`src/rtl/qam16_symbol_upsampler.sv`:
```
// 16-QAM transmit front stage: symbol FIFO, Gray mapping to signed I/Q levels,
// zero-stuffing by OSR at a CE_DIV-clock sample rate, and a zero flush so the pulse-shaping filters drain.
module qam16_symbol_upsampler #(
   parameter int WIDTH_DATA = 16,
   parameter int OSR        = 4,
   parameter int CE_DIV     = 2,
   parameter int FIFO_DEPTH = 4,
   parameter int FLUSH_LEN  = 16,
   parameter int LEVEL_1    = 2048
) (
   input  logic                  clk,
   input  logic                  rst,
   input  logic                  en,
   input  logic [3:0]            sym_in,
   input  logic                  sym_valid,
   output logic                  sym_ready,
   output logic [WIDTH_DATA-1:0] i_out,
   output logic [WIDTH_DATA-1:0] q_out,
   output logic                  ce_shift,
   output logic                  start,
   output logic                  busy
);

   // Handshake: a symbol transfers on any rising edge where sym_valid and sym_ready are both high.
   localparam int DIV_W = (CE_DIV > 1) ? $clog2(CE_DIV) : 1;
   localparam int PH_W  = $clog2(OSR);
   localparam int FL_W  = $clog2(FLUSH_LEN + 1);
   localparam int AW    = (FIFO_DEPTH > 1) ? $clog2(FIFO_DEPTH) : 1;
   localparam int CW    = $clog2(FIFO_DEPTH + 1);

   typedef enum logic [1:0] {IDLE, RUN, FLUSH} state_t;

   state_t            state, state_n;
   logic [DIV_W-1:0]  div_cnt, div_n;
   logic [PH_W-1:0]   phase, phase_n;
   logic [FL_W-1:0]   flush_cnt, flush_n;
   logic [CW-1:0]     count, count_n;
   logic [AW-1:0]     wr_ptr, rd_ptr;
   logic [3:0]        mem [FIFO_DEPTH];
   logic [3:0]        head;
   logic [WIDTH_DATA-1:0] i_n, q_n;
   logic              ce_n, start_n, pop, push, full, init_done;

   function automatic logic [WIDTH_DATA-1:0] map_level(input logic [1:0] bits);
      int v;
      case (bits)
         2'b00:   v = -3 * LEVEL_1;
         2'b01:   v = -LEVEL_1;
         2'b11:   v = LEVEL_1;
         default: v = 3 * LEVEL_1;
      endcase
      return WIDTH_DATA'(v);
   endfunction

   // init_done keeps sym_ready low until the first edge after reset releases.
   assign full      = (count == CW'(FIFO_DEPTH));
   assign sym_ready = init_done & ~full;
   assign push      = sym_valid & sym_ready;
   assign head      = mem[rd_ptr];
   assign busy      = (state != IDLE);

   always_comb begin
      state_n = state;
      div_n   = div_cnt;
      phase_n = phase;
      flush_n = flush_cnt;
      ce_n    = 1'b0;
      i_n     = i_out;
      q_n     = q_out;
      start_n = start;
      pop     = 1'b0;
      case (state)
         IDLE: begin
            if (count != '0 && en) begin
               state_n = RUN;
               div_n   = '0;
               phase_n = '0;
               start_n = 1'b1;
            end
         end
         RUN, FLUSH: begin
            if (en) begin
               if (div_cnt == DIV_W'(CE_DIV - 1)) begin
                  div_n   = '0;
                  ce_n    = 1'b1;
                  phase_n = (phase == PH_W'(OSR - 1)) ? '0 : phase + 1'b1;
                  i_n     = '0;
                  q_n     = '0;
                  if (phase == '0 && count != '0) begin
                     pop     = 1'b1;
                     i_n     = map_level(head[3:2]);
                     q_n     = map_level(head[1:0]);
                     state_n = RUN;
                  end else if (state == RUN) begin
                     if (phase == '0) begin
                        flush_n = FL_W'(1);
                        state_n = FLUSH;
                     end
                  end else begin
                     // Last flush sample still strobes; the filters see it as a zero.
                     flush_n = flush_cnt + 1'b1;
                     if (flush_cnt == FL_W'(FLUSH_LEN - 1)) begin
                        state_n = IDLE;
                        start_n = 1'b0;
                     end
                  end
               end else begin
                  div_n = div_cnt + 1'b1;
               end
            end
         end
         default: state_n = IDLE;
      endcase
   end

   always_comb begin
      count_n = count;
      case ({push, pop})
         2'b10:   count_n = count + 1'b1;
         2'b01:   count_n = count - 1'b1;
         default: count_n = count;
      endcase
   end

   always_ff @(posedge clk) begin
      if (rst) begin
         state     <= IDLE;
         div_cnt   <= '0;
         phase     <= '0;
         flush_cnt <= '0;
         count     <= '0;
         wr_ptr    <= '0;
         rd_ptr    <= '0;
         i_out     <= '0;
         q_out     <= '0;
         ce_shift  <= 1'b0;
         start     <= 1'b0;
         init_done <= 1'b0;
      end else begin
         state     <= state_n;
         div_cnt   <= div_n;
         phase     <= phase_n;
         flush_cnt <= flush_n;
         count     <= count_n;
         i_out     <= i_n;
         q_out     <= q_n;
         ce_shift  <= ce_n;
         start     <= start_n;
         init_done <= 1'b1;
         if (push) wr_ptr <= wr_ptr + 1'b1;
         if (pop)  rd_ptr <= rd_ptr + 1'b1;
      end
   end

   always_ff @(posedge clk) begin
      if (push) mem[wr_ptr] <= sym_in;
   end

endmodule

```
`config.mk`:
```
export PLATFORM = sky130hd
export DESIGN_NAME = qam16_symbol_upsampler
export DESIGN_NICKNAME = d
export VERILOG_FILES = /design/src/rtl/qam16_symbol_upsampler.sv
export SDC_FILE = /design/constraint.sdc
export NUM_CORES = 1
export LEC_CHECK = 0
export ABC_AREA = 1
export BUFFER_PORTS_ARGS = -buffer_cell sky130_fd_sc_hd__buf_2
export CORE_MARGIN = 1
export CORE_UTILIZATION = 55
export CTS_CLUSTER_DIAMETER = 100
export DETAILED_ROUTE_END_ITERATION = 8
export HOLD_SLACK_MARGIN = 0.15
export PLACE_DENSITY = 0.79
export SYNTH_ARGS = -nofsm -noshare
export SYNTH_HDL_FRONTEND = slang
export SYNTH_SLANG_ARGS = --single-unit
```
`constraint.sdc`:
```
create_clock -name clk -period 2.6 [get_ports clk]
set_input_delay 0.26 -clock clk [delete_from_list [all_inputs] [get_ports clk]]
set_output_delay 0.26 -clock clk [all_outputs]
set_load 0.01 [all_outputs]
```
### After elaboration in Yosys (flattened, before gate mapping)

Memory sizes are Yosys's and may differ from the RTL's. A register that Yosys moved wholly into a read port is not among the register bits.
Cells that the tools add are included.
Widths: inputs -> output; s select.

* register bits after elaboration: 52
* memory bits (writable): 16
* input port bits: 8
* output and inout port bits: 36
* word-level logic and storage cells: 105
* memories kept: 1

* add/sub/neg operators: 7
* equal/unequal tests: 20
* mux-type cells: 41
* bitwise logic cells: 6
* reductions and logical operators: 18

Memory list
* mem: depth 4, bits a word 4, read ports 1, clocked after memory_dff 1, wr ports 1, line 39 `logic [3:0] mem [FIFO_DEPTH];`

Operators with widths (number)
* $pmux 16 s3: 2
* $mux 16: 2
* $mux 2: 13
* $mux 1: 17
* $ne 2x2->1 const B: 7
* $eq 2x2->1 const B: 5
* $mux 5: 2
* $reduce_and 5->1: 2
* $eq 2x1->1 const B: 4
* $logic_not 2->1: 4
* $ne 4x4->1 const B: 2
* $pmux 2 s2: 2
* $reduce_and 7->1: 1
* $add 2x1->2 const B: 3
* $pmux 3 s2: 1
* $reduce_and 3->1: 2
* $reduce_bool 2->1: 3
* $add 5x1->5 const B: 1
* $eq 5x4->1 const B: 1
* $not 1->1: 4
* $pmux 1 s2: 2
* $reduce_and 4->1: 1
* $add 3x1->3 const B: 1
* $eq 3x3->1 const B: 1
* 7 further kinds: 9

### Longest topological paths before layout

* word-level depth: 8
* depth in mapped cells: 13
* mapped depth without buffers: 13

### Least setup slack after synthesis

Ideal clock, no wire load.

* path kind: register to register
* start: register state[0]
* end: register count[2]
* setup time: 0.122 ns
* data arrival time: 2.160 ns
* data required time: 2.478 ns
* slack: 0.318 ns
* stages on the path, launching flop included: 12
* buffers on the path: 0
* period minus slack after synthesis: 2.282 ns
* cell sequence: dfxtp_1 > inv_1 > ha_1 > nand3_4 > nor2_4 > ha_1 > inv_1 > fa_1 > a21oi_1 > o21ai_0 > o21ai_0 > a21oi_1

* cells in the longest elaborated chain, start to end: 5
* elaborated cells between the ends (all ways): 8
* those cells by class: 4 x eq/ne; 2 x mux; 2 x reduce/logical

Ends and longest elaborated chain
* from (decl): line 33 `state_t state, state_n;`
* from (signal assigned): line 140 `state <= state_n;`
* $eq 2x1->1 / $eq 2x2->1 (equally long branches): line 72 `case (state)`
* $reduce_or 2->1 *: line 72
* $mux 1 *: line 72
* net pop: line 42 `logic ce_n, start_n, pop, push, full, init_done;`
* $eq 2x1->1 / $eq 2x2->1 (equally long branches): line 118 `case ({push, pop})`
* $pmux 3 s2 / $reduce_bool 2->1 (equally long branches)
* to (signal assigned): line 144 `count <= count_n;`
* to (decl): line 37 `logic [CW-1:0] count, count_n;`

The timed path passes the listed nets; every way through them passes the cells marked *.
A chain may end at the register's enable or synchronous reset.

### Worst setup path after layout

Ends and elaborated chain as after synthesis.

==> flow_metrics.env <==
export IMPL_drtIter0Drc=72
export IMPL_crit_arrival_ns=2.53
export IMPL_clkLatencyLatePin_ns=0.30
export IMPL_hold_viol=0
export IMPL_whs_ns=0.174
export IMPL_cts_buffer_depth=2
export IMPL_hold_path_class="in -> reg"
export IMPL_syn_to_final_growth_pct=6.39
export IMPL_antenna_found_initial=0
export IMPL_wl_mm=3.53
export IMPL_drcViolationCount=0
export IMPL_grt_pass1_vias=1381
export IMPL_ys_top_cells_by_area="dfxtp_1 23%, edfxtp_1 21%, ha_1 10%"
export IMPL_cts_made_buffers=5
export IMPL_routedWlPerCell_um=10.4
export IMPL_dpl_hpwl_mm=2.59
export IMPL_rsz0062_at_grt="false"
export IMPL_drv_cap=0
export IMPL_cts_tree="yes"
export IMPL_yosys_warnings=0
export IMPL_fmax_ghz=0.427
export IMPL_setup_worst_path_end_class="register"
export IMPL_syn_inst=270
export IMPL_cts_sinks=43
export IMPL_worstHoldStart="sym_in[1]"
export IMPL_die_width_um=67.1
export IMPL_finalPower_mw=1.74
export IMPL_initial_utilization_pct=57.8
export IMPL_yosysMostFrequentCell="nand2_1"
export IMPL_synth_seq_cells=43
export IMPL_dieArea_sq_um=4500
export IMPL_required_ns=2.79
export IMPL_cts_clk_slew_worst_paths_ns=0.08
export IMPL_finalCritPeriodShare_pct=90.0
export IMPL_port_buffers=21
export IMPL_ir_drop_mv=0.549
export IMPL_grt_usage_pct=18.0
export IMPL_cp_start_kind="register"
export IMPL_async_flop_share_pct=0
export IMPL_outcome="finished clean"
export IMPL_num_fill_cells=334
export IMPL_rows=23
export IMPL_p_leak_nw=1.12
export IMPL_dr_pass1_iters=4
export IMPL_ys_types=31
export IMPL_fp_coreArea_sq_um=4030
export IMPL_drv_slew=0
export IMPL_synth_main_ff_cell="dfxtp_1"
export IMPL_cts_hold_buffers=0
export IMPL_yosysSeqAreaShare_pct=43.8
export IMPL_setup_tns_ns=0
export IMPL_cts_resized=0
export IMPL_reg2reg_from="state[0]"
export IMPL_synth_common_cells="49 x nand2_1, 32 x nor2_1, 31 x inv_1"
export IMPL_reg2reg_to="count[2]"
export IMPL_finalWeightedCongestion=0.847
export IMPL_route_vias_total=1622
export IMPL_critPathKind="reg -> reg"
export IMPL_setup_slack_ns=0.259
export IMPL_synth_top_area_share_pct=23.2
export IMPL_root_buffer="clkbuf_8"
export IMPL_synth_edf_count=16
export IMPL_rrSetupSlack_ns=0.26
export IMPL_drt_vias_per_instance=4.77
export IMPL_antenna_cells=0
export IMPL_synth_area_sq_um=2330
export IMPL_place_ws_ns=0.219
export IMPL_io_pins=44
export IMPL_yosys_area_top_type="dfxtp_1"
export IMPL_postRouteAntennaNets=0
export IMPL_period_minus_slack_ns=2.34
export IMPL_syn_avg_cell_area_sq_um=8.63
export IMPL_worstHoldPathCells=1
export IMPL_drive_gt1_share_pct=15.2
export IMPL_r2r_cells=11
export IMPL_grt_max_degree=15
export IMPL_nets=317
export IMPL_htreeDepth=2
export IMPL_skew_ns=0.00336
export IMPL_post_cts_setup_buffer_count=0
export IMPL_power_density_nw_per_um2=701
export IMPL_dieHeight_um=67.1
export IMPL_whs_endpoint="mem[2][1]"
export IMPL_grt_overflow_total=0
export IMPL_grt_first_pass_wirelength_mm=5.85
export IMPL_setup_viol=0
export IMPL_cp_max_fo=7
[registers in the layout, summed over array words and instances, names as in the netlist, named ones only]
register / cells
mem: 16
flush_cnt: 5
count: 3
q_out: 3
i_out: 2
phase: 2
rd_ptr: 2
state: 2
wr_ptr: 2
ce_shift: 1
div_cnt: 1
init_done: 1
start: 1
[worst max-delay path by stage]
stage | from | to | slack, ns | cells past startpoint
5_1_grt | state[0] | count[2] | 0.05 | 11
4_1_cts | state[0] | count[2] | 0.20 | 11
3_5_place_dp | state[0] | count[2] | 0.22 | 11
3_3_place_gp | state[0] | count[2] | 0.29 | 11
6_report | state[0] | count[2] | 0.26 | 11
2_1_floorplan | state[0] | count[2] | 0.32 | 11
[cell families (layout without fill, tap and decap cells)]
kind of cell | after synthesis | count (layout) | share of synthesized area [%]
adders and majority gates | 20 | 20 | 11.1
xor gates and xnor gates | 1 | 1 | 0.376
DFF | 43 | 43 | 43.8
other | 1 | 22 | 0.161
and+or+nand+nor | 97 | 97 | 18.5
buffers and inverters | 64 | 63 | 15.0
AOI/OAI and AO/OA | 44 | 44 | 11.1
[through the flow]
stage	std cells	util, %	instance area [sq um]
final	340	61.5	2480
after global routing	340	61.5	2480
after CTS	340	61.5	2480
after detailed placement	332	58.7	2360
after global placement	332	58.7	2360
after floorplan	291	-	2410
[layout by cell type (no fill, tap or decap)]
master	n
a21boi_0	1
a21oi_1	26
a21oi_4	1
a32oi_1	4
buf_2	21
buf_4	1
bufinv_16	1
clkbuf_8	5
clkinv_2	1
clkinv_4	2
conb_1	22
dfxtp_1	27
edfxtp_1	16
fa_1	1
ha_1	18
ha_2	1
inv_1	31
inv_2	1
nand2_1	49
nand2_2	3
nand2_4	2
nand3_1	3
nand3_4	1
nand3b_1	1
nor2_1	32
nor2_2	1
nor2_4	2
nor3_1	2
nor3b_1	1
o21a_1	2
o21a_2	1
o21ai_0	7
o21ai_1	2
xor2_1	1
[final cells by class]
type / count / area, sq um / area share [%]
tap: 50 / 62.6 / 2.52
multi-input combinational: 184 / 1040 / 42.0
clock inverter: 3 / 43.8 / 1.77
inverter: 33 / 129 / 5.20
clock buffer: 5 / 68.8 / 2.78
timing repair buffer: 22 / 113 / 4.54
sequential: 43 / 1020 / 41.2
[power by group]
| part | internal [mW] | switching, mW |
|---|---|---|
| Sequential | 0.741 | 0.0278 |
| Clock | 0.286 | 0.229 |
| Combinational | 0.158 | 0.295 |
| Total | 1.19 | 0.552 |
[routing by layer]
| layer | share of wire, % | track usage (%) | up-vias |
|---|---|---|---|
| li1 | - | - | 851 |
| met5 | 0 | 0 | - |
| met1 | 45 | 20.9 | 718 |
| met2 | 49 | 29.9 | 47 |
| met4 | 1.8 | 7.45 | 0 |
| met3 | 4.9 | 6.16 | 6 |
[critical path, cell delays in order, from the launching register on]
cell and delay (ns):
dfxtp_1 0.37, inv_1 0.07, ha_2 0.41, nand3_4 0.16, nor2_4 0.15, ha_1 0.15
inv_1 0.07, fa_1 0.38, a21oi_1 0.14, o21ai_0 0.11, o21ai_0 0.16, a21oi_1 0.06
(Power assumes the default switching activity.)
